`src/rtl/mips_multicycle_ctrl.sv`:
```
// Multicycle MIPS control FSM (Moore): sequences the shared datapath, one state per cycle.
// Latency: lw 5, sw/R-type/addi 4, beq/j 3, illegal 2 cycles; each mem_ready=0 cycle adds one.
// Backpressure: FETCH, MEMRD and MEMWR hold until mem_ready; reset forces all strobes low.
module mips_multicycle_ctrl #(
  parameter logic [5:0] OP_RTYPE = 6'h00,
  parameter logic [5:0] OP_LW    = 6'h23,
  parameter logic [5:0] OP_SW    = 6'h2B,
  parameter logic [5:0] OP_BEQ   = 6'h04,
  parameter logic [5:0] OP_J     = 6'h02,
  parameter logic [5:0] OP_ADDI  = 6'h08
) (
  input  logic       clk,
  input  logic       reset,
  input  logic [5:0] opcode,
  input  logic       zero,
  input  logic       mem_ready,
  output logic       pc_en,
  output logic       i_or_d,
  output logic       mem_read,
  output logic       mem_write,
  output logic       ir_write,
  output logic       reg_dst,
  output logic       mem_to_reg,
  output logic       reg_write,
  output logic       alu_src_a,
  output logic [1:0] alu_src_b,
  output logic [1:0] alu_op,
  output logic [1:0] pc_source,
  output logic       illegal_op,
  output logic [3:0] state
);

  typedef enum logic [3:0] {
    S_FETCH  = 4'd0,
    S_DECODE = 4'd1,
    S_MEMADR = 4'd2,
    S_MEMRD  = 4'd3,
    S_MEMWB  = 4'd4,
    S_MEMWR  = 4'd5,
    S_EXEC   = 4'd6,
    S_ALUWB  = 4'd7,
    S_BRANCH = 4'd8,
    S_ADDIEX = 4'd9,
    S_ADDIWB = 4'd10,
    S_JUMP   = 4'd11
  } state_t;

  state_t state_q, state_d, dec_state;
  logic   is_lw_q;
  logic   pc_write, pc_write_cond;
  logic   mem_read_raw, mem_write_raw, ir_write_raw, reg_write_raw, illegal_raw;

  always_ff @(posedge clk) begin
    if (reset) begin
      state_q <= S_FETCH;
      is_lw_q <= 1'b0;
    end else begin
      state_q <= state_d;
      // Only DECODE sees a valid opcode; remember lw vs sw for MEMADR.
      if (state_q == S_DECODE) is_lw_q <= (opcode == OP_LW);
    end
  end

  always_comb begin
    state_d = S_FETCH;
    case (state_q)
      S_FETCH:  state_d = mem_ready ? S_DECODE : S_FETCH;
      S_DECODE: begin
        case (opcode)
          OP_LW, OP_SW: state_d = S_MEMADR;
          OP_RTYPE:     state_d = S_EXEC;
          OP_BEQ:       state_d = S_BRANCH;
          OP_J:         state_d = S_JUMP;
          OP_ADDI:      state_d = S_ADDIEX;
          default:      state_d = S_FETCH;
        endcase
      end
      S_MEMADR: state_d = is_lw_q ? S_MEMRD : S_MEMWR;
      S_MEMRD:  state_d = mem_ready ? S_MEMWB : S_MEMRD;
      S_MEMWB:  state_d = S_FETCH;
      S_MEMWR:  state_d = mem_ready ? S_FETCH : S_MEMWR;
      S_EXEC:   state_d = S_ALUWB;
      S_ALUWB:  state_d = S_FETCH;
      S_BRANCH: state_d = S_FETCH;
      S_ADDIEX: state_d = S_ADDIWB;
      S_ADDIWB: state_d = S_FETCH;
      S_JUMP:   state_d = S_FETCH;
      default:  state_d = S_FETCH;
    endcase
  end

  // During reset the mux selects already present the FETCH setup.
  assign dec_state = reset ? S_FETCH : state_q;

  always_comb begin
    pc_write      = 1'b0;
    pc_write_cond = 1'b0;
    i_or_d        = 1'b0;
    mem_read_raw  = 1'b0;
    mem_write_raw = 1'b0;
    ir_write_raw  = 1'b0;
    reg_dst       = 1'b0;
    mem_to_reg    = 1'b0;
    reg_write_raw = 1'b0;
    alu_src_a     = 1'b0;
    alu_src_b     = 2'b00;
    alu_op        = 2'b00;
    pc_source     = 2'b00;
    illegal_raw   = 1'b0;
    case (dec_state)
      S_FETCH: begin
        mem_read_raw = 1'b1;
        alu_src_b    = 2'b01;
        ir_write_raw = mem_ready;
        pc_write     = mem_ready;
      end
      S_DECODE: begin
        alu_src_b = 2'b11;
        case (opcode)
          OP_LW, OP_SW, OP_RTYPE, OP_BEQ, OP_J, OP_ADDI: illegal_raw = 1'b0;
          default:                                       illegal_raw = 1'b1;
        endcase
      end
      S_MEMADR: begin
        alu_src_a = 1'b1;
        alu_src_b = 2'b10;
      end
      S_MEMRD: begin
        i_or_d       = 1'b1;
        mem_read_raw = 1'b1;
      end
      S_MEMWB: begin
        mem_to_reg    = 1'b1;
        reg_write_raw = 1'b1;
      end
      S_MEMWR: begin
        i_or_d        = 1'b1;
        mem_write_raw = mem_ready;
      end
      S_EXEC: begin
        alu_src_a = 1'b1;
        alu_op    = 2'b10;
      end
      S_ALUWB: begin
        reg_dst       = 1'b1;
        reg_write_raw = 1'b1;
      end
      S_BRANCH: begin
        alu_src_a     = 1'b1;
        alu_op        = 2'b01;
        pc_source     = 2'b01;
        pc_write_cond = 1'b1;
      end
      S_ADDIEX: begin
        alu_src_a = 1'b1;
        alu_src_b = 2'b10;
      end
      S_ADDIWB: reg_write_raw = 1'b1;
      S_JUMP: begin
        pc_source = 2'b10;
        pc_write  = 1'b1;
      end
      default: ;
    endcase
  end

  assign pc_en      = ~reset & (pc_write | (pc_write_cond & zero));
  assign mem_read   = ~reset & mem_read_raw;
  assign mem_write  = ~reset & mem_write_raw;
  assign ir_write   = ~reset & ir_write_raw;
  assign reg_write  = ~reset & reg_write_raw;
  assign illegal_op = ~reset & illegal_raw;
  assign state      = state_q;

endmodule

```
`config.mk`:
```
export PLATFORM = sky130hd
export DESIGN_NAME = mips_multicycle_ctrl
export DESIGN_NICKNAME = d
export VERILOG_FILES = /design/src/rtl/mips_multicycle_ctrl.sv
export SDC_FILE = /design/constraint.sdc
export NUM_CORES = 1
export LEC_CHECK = 0
export CORE_MARGIN = 5
export CORE_UTILIZATION = 35
export CTS_BUF_LIST = sky130_fd_sc_hd__clkbuf_16
export DETAILED_ROUTE_END_ITERATION = 16
export PLACE_DENSITY = 0.73
export REMOVE_ABC_BUFFERS = 1
export SKIP_LAST_GASP = 1
export SYNTH_ARGS = -nofsm -noshare
export SYNTH_HDL_FRONTEND = slang
export SYNTH_SLANG_ARGS = --single-unit
```
`constraint.sdc`:
```
create_clock -name clk -period 1.85 [get_ports clk]
set_input_delay 0.37 -clock clk [delete_from_list [all_inputs] [get_ports clk]]
set_output_delay 0.37 -clock clk [all_outputs]
set_load 0.02 [all_outputs]
```
**Word-level counts from Yosys, hierarchy flattened**

Index checks and enable logic that the tools add are counted.
Widths: inputs -> output; s select.

- Bitwise logic cells: 9
- Equality and inequality tests: 22
- Order comparisons: 0
- Multipliers: 0
- Muxes and demuxes: 22
- Reductions and logical operators: 10
- Add/subtract/negate cells: 0
- Shifts and indexed selects: 0
- Divide/modulo/power cells: 0

Operators by type and width:

| operator | number |
|---|---|
| $pmux 4 s7 | 1 |
| $eq 4x3->1 const B | 6 |
| $eq 4x4->1 const B | 5 |
| $pmux 4 s5 | 1 |
| $eq 4x2->1 const B | 4 |
| $eq 6x6->1 const B | 2 |
| $mux 1 | 12 |
| $mux 3 | 3 |
| $eq 4x1->1 const B | 2 |
| $logic_not 4->1 | 2 |
| $pmux 2 s2 | 2 |
| $reduce_or 2->1 | 4 |
| $and 1x1->1 | 7 |
| $eq 6x2->1 const B | 1 |
| $eq 6x3->1 const B | 1 |
| $eq 6x4->1 const B | 1 |
| $logic_not 6->1 | 1 |
| $pmux 2 s3 | 1 |
| $reduce_or 6->1 | 1 |
| $mux 4 | 1 |
| $reduce_or 4->1 | 1 |
| $reduce_or 3->1 | 1 |
| $pmux 1 s2 | 1 |
| $not 1->1 | 1 |
| $or 1x1->1 | 1 |

- Memories: 0
- RAM bits: 0
- Bits in read-only memories: 0
- Output and inout bits: 20
- Register bits after elaboration: 5
- Latch bits: 0
- Input bits: 10

**Depth between registers and ports, before layout**

Gate-level depths: netlist of run 1.

- Depth in word-level cells: 6
- Mapped depth: 5
- Depth with buffers taken out: 4

**Least setup slack after synthesis of run 1**

OpenSTA, ideal clock, no wires.

- Path kind: register to output
- Start point: register state_q[3], in the netlist state[3]
- End point: output pc_source[0]
- Arrival: 1.680 ns
- Buffers on the path: 2
- Setup slack: -0.200 ns
- Cell stages (with the launch flop): 5
- Path through: dfxtp_1 clkbuf_1 nand2_1 nor3_1 buf_4

- Word-level cells in the longest chain between the ends: 3
- Elaborated cells on any way between the ends: 4

Ends and longest elaborated chain:

| what | RTL line | source |
|---|---|---|
| start, declared | 48 | `state_t state_q, state_d, dec_state;` |
| start signal, assigned | 58 | `state_q <= state_d;` |
| $mux 4 (*) | 93 | `assign dec_state = reset ? S_FETCH : state_q;` |
| $eq 4x4->1 | 110 | `case (dec_state)` |
| $pmux 2 s2 (*) | 110 |  |
| end, declared | 28 | `output logic [1:0] pc_source,` |

Mark *: on every way between the ends. The rest lies on a longest branch, timed or not.

**Final worst setup path of run 1**

- Start point: input opcode[3]
- End point: output illegal_op

- Word-level cells in the longest chain between the ends: 5
- Elaborated cells on any way between the ends: 10

Ends and longest elaborated chain:

| what | RTL line | source |
|---|---|---|
| start, declared | 14 | `input logic [5:0] opcode,` |
| $eq 6x6->1 (tied with other cells) | 119 | `case (opcode)` |
| $reduce_or 6->1 (*) | 119 |  |
| $mux 1 (*) | 119 |  |
| $mux 1 (*) | 110 |  |
| $and 1x1->1 (*) | 172 | `assign illegal_op = ~reset & illegal_raw;` |
| end, declared | 29 | `output logic illegal_op,` |

Marked as above.

==> results of run 1 <==
==> where the power goes <==
| group | switching (µW) | leakage (µW) | internal (µW) |
|---|---|---|---|
| Combinational | 78.2 | 0.000456 | 76.1 |
| Clock | 78.1 | 0.0000423 | 281 |
| Sequential | 2.11 | 0.0000405 | 110 |
==> timing repair <==
| item | in CTS | in global routing |
|---|---|---|
| hold endpoints to repair | 0 | 0 |
| pin swaps | 3 | 2 |
| resized for setup | 57 | 30 |
| setup endpoints to repair | 16 | 17 |
| buffers inserted | 3 | 2 |
==> synthesized netlist by cell type, drive strengths merged <==
| cell | count | area share |
|---|---|---|
| o21ai | 5 | 0.045 |
| nor4 | 2 | 0.022 |
| buf | 2 | 0.022 |
| a21o | 1 | 0.013 |
| nand2b | 4 | 0.045 |
| o2bb2ai | 1 | 0.016 |
| and3 | 1 | 0.011 |
| a21oi | 6 | 0.060 |
| o21a | 1 | 0.013 |
| nor4b | 1 | 0.016 |
| and2 | 1 | 0.011 |
| dfxtp | 5 | 0.18 |
| o21bai | 1 | 0.013 |
| or4b | 1 | 0.025 |
| or2 | 1 | 0.011 |
| nor3 | 9 | 0.10 |
| clkbuf | 4 | 0.027 |
| nor2b | 2 | 0.022 |
| a32oi | 1 | 0.016 |
| inv | 2 | 0.013 |
| nor2 | 16 | 0.11 |
| nand2 | 6 | 0.040 |
| a2111oi | 1 | 0.016 |
| nand3 | 2 | 0.018 |
| xor2 | 1 | 0.016 |
| a31oi | 2 | 0.022 |
| a22oi | 2 | 0.027 |
| o31ai | 2 | 0.027 |
| o211ai | 1 | 0.013 |
| xnor2 | 2 | 0.031 |
==> metrics by stage <==
| step | cell area, µm² | total power (µW) | setup WS, ns |
|---|---|---|---|
| after floorplan | 532 | 167 | -0.173 |
| after global placement | 1050 | 254 | -0.626 |
| after detailed placement | 1050 | 258 | -0.692 |
| after CTS | 1140 | 613 | -0.124 |
| after global routing | 1170 | 646 | -0.143 |
| final | 1170 | 626 | -0.113 |
==> cell usage in the layout (no fill, tap or decap), types with 3 or more instances in the layout <==
cell type        netlist  final
o21ai_0                5      4
nor3_1                 8      4
nand2_1                6      6
buf_4                  1     33
nor2_1                16     15
dfxtp_1                5      5
buf_2                  1      9
clkbuf_16              0      3
nor3_2                 0      4
dlygate4sd2_1          0      5
a21oi_1                5      5
clkdlybuf4s50_1        0      8
clkbuf_2               0      4
inv_1                  2      3
==> worst max-delay path, cell delays in order <==
cell           delay [ns]
dlygate4sd2_1        0.32
xor2_1               0.23
o211ai_1             0.25
o31ai_1              0.11
nor3_1               0.14
buf_2                0.19
==> cell families after synthesis <==
| family | share of synthesized area |
|---|---|
| AO/OA/AOI/OAI | 0.282 |
| buffers and inverters | 0.0626 |
| flip-flops | 0.179 |
| AND/OR/NAND/NOR | 0.430 |
| XOR/XNOR | 0.0470 |
==> metal layers <==
metal  wire length, µm  GRT usage  up-vias
li1                  -          -      432
met1              1110      0.242      449
met2              1470      0.388       34
met3               182     0.0602        8
met4                59     0.0830        0
met5                 0          0        -
==> cell type report <==
| cell class | instances | area, µm² |
|---|---|---|
| Clock buffer | 3 | 75.1 |
| Tap cell | 16 | 20.0 |
| Clock inverter | 1 | 3.75 |
| Timing Repair Buffer | 62 | 472 |
| Multi-Input combinational cell | 73 | 488 |
| Inverter | 2 | 7.51 |
| Sequential cell | 5 | 100 |
| Fill cell | 115 | 340 |
==> flip-flops by register name, summed over array words and instances, names as in the netlist <==
register and cells:
state 4, is_lw_q 1
==> how the worst max path moves through the flow <==
stage / slack (ns) / start / cells past startpoint / end
3_3_place_gp: -0.63 / opcode[3] / 6 / illegal_op
3_5_place_dp: -0.69 / opcode[3] / 6 / illegal_op
5_1_grt: -0.14 / opcode[3] / 6 / illegal_op
2_1_floorplan: -0.17 / state[0] / 2 / illegal_op
6_report: -0.11 / opcode[3] / 6 / illegal_op
4_1_cts: -0.12 / opcode[5] / 7 / illegal_op
==> flow_summary_export.csv, run 1 <==
group,metric,value,unit
floorplanning,die-area,2500,µm²
placed_design,dp.cells,153,
global_routing,antenna_found_initial,0,
status,failed_checks,"setup timing",
sta,period_minus_slack,1.96,ns
sta,rsz0062_at_grt,"true",
worst_setup_path,reg2reg_to,"state[0]",
routing,drt_iter0_markers,17,
routing,viasPerCell,5.70,
placed_design,numPortBuffers,29,
floorplanning,io_pins,30,
worst_setup_path,critPathKind,"in -> out",
finish,drive_gt1_frac,0.452,
worst_hold_path,min_to,"is_lw_q",
routing,post_drt_wl_per_cell,17.4,µm
floorplanning,initial_core_util,0.371,
routing,detail-route-antenna-nets,0,
yosys,synth_area,559,µm²
worst_setup_path,timing.rr.start,"state[2]",
job,maxCapViolCount,0,
floorplanning,coreArea,1510,µm²
global_routing,grt_pass1_vias,881,
floorplanning,row_count,14,
sta,worst_slew_pin_slew,0.593,ns
sta,post-route-period-util,1.06,
clock_tree,insertion_delay,0.23,ns
global_routing,grt_overflow,0,
sta,setup_slack,-0.113,ns
yosys,yosysWarnings,0,
clock_tree,ctsRootBufferMaster,"clkbuf_16",
floorplanning,fp.dieH,50.0,µm
power_and_ir_drop,power.static_leakage,0.000539,µW
finish,nNetsFinal,157,
clock_tree,cts.sinks,5,
clock_tree,cts_buffers,3,
finish,final_cells,162,
routing,drc,0,
yosys,seq_area_frac_synth,0.179,
clock_tree,cts_hold_buf,0,
worst_setup_path,ff2ff_setup_slack,0.25,ns
sta,hold_viol_final,0,
routing,first_pass_iters,4,
worst_hold_path,hold_path.startpoint,"is_lw_q",
yosys,netlist_instances,86,
placed_design,hpwl,1770,µm
sta,finClkSkew,0.00152,ns
power_and_ir_drop,power_density,536,nW/µm²
clock_tree,htreeDepth,1,
yosys,synth_seq_cells,5,
sta,slew_violations,0,
finish,final_core_util,0.774,
worst_setup_path,cp.arrival,1.59,ns
worst_hold_path,min_path_cells,2,
power_and_ir_drop,ir_drop,0.511,mV
worst_setup_path,endpoint_kind,"primary output",
floorplanning,die_w,50.0,µm
sta,slew_headroom,0.595,
global_routing,grt_util_all_layers,0.219,
routing,routed_wl,2820,µm
finish,syn2layout_area_growth,109,%
sta,fmax,0.509,GHz
status,status,"finished with violations",
clock_tree,clk_pin_slew_worst_paths,0.03,ns
sta,fin_tns_setup,-0.137,ns
global_routing,grt_max_degree,16,
sta,fin_hold_ws,0.589,ns
placed_design,finalWeightedCongestion,0.869,
yosys,ys_types,33,
sta,setup_viol,2,
yosys,synth.avg_cell_area,6.50,µm²
worst_setup_path,required,1.48,ns
worst_setup_path,start_kind,"input pin",
finish,diodes,0,
routing,vias,923,
worst_setup_path,crit_fanout,5,
clock_tree,cts_buffer_depth,2,
worst_setup_path,r2r_cells,5,
clock_tree,cts_tree,"built",
global_routing,grt_pass1_wl,4240,µm
worst_hold_path,hold_class,"reg -> reg",
(Power assumes the default switching activity.)
==> inputs of run 2 (changes only) <==
Settings changed: HOLD_SLACK_MARGIN set to 0.15.
==> results of run 2 <==
No change in the layout: final DEF, timing and power equal those of run 1.
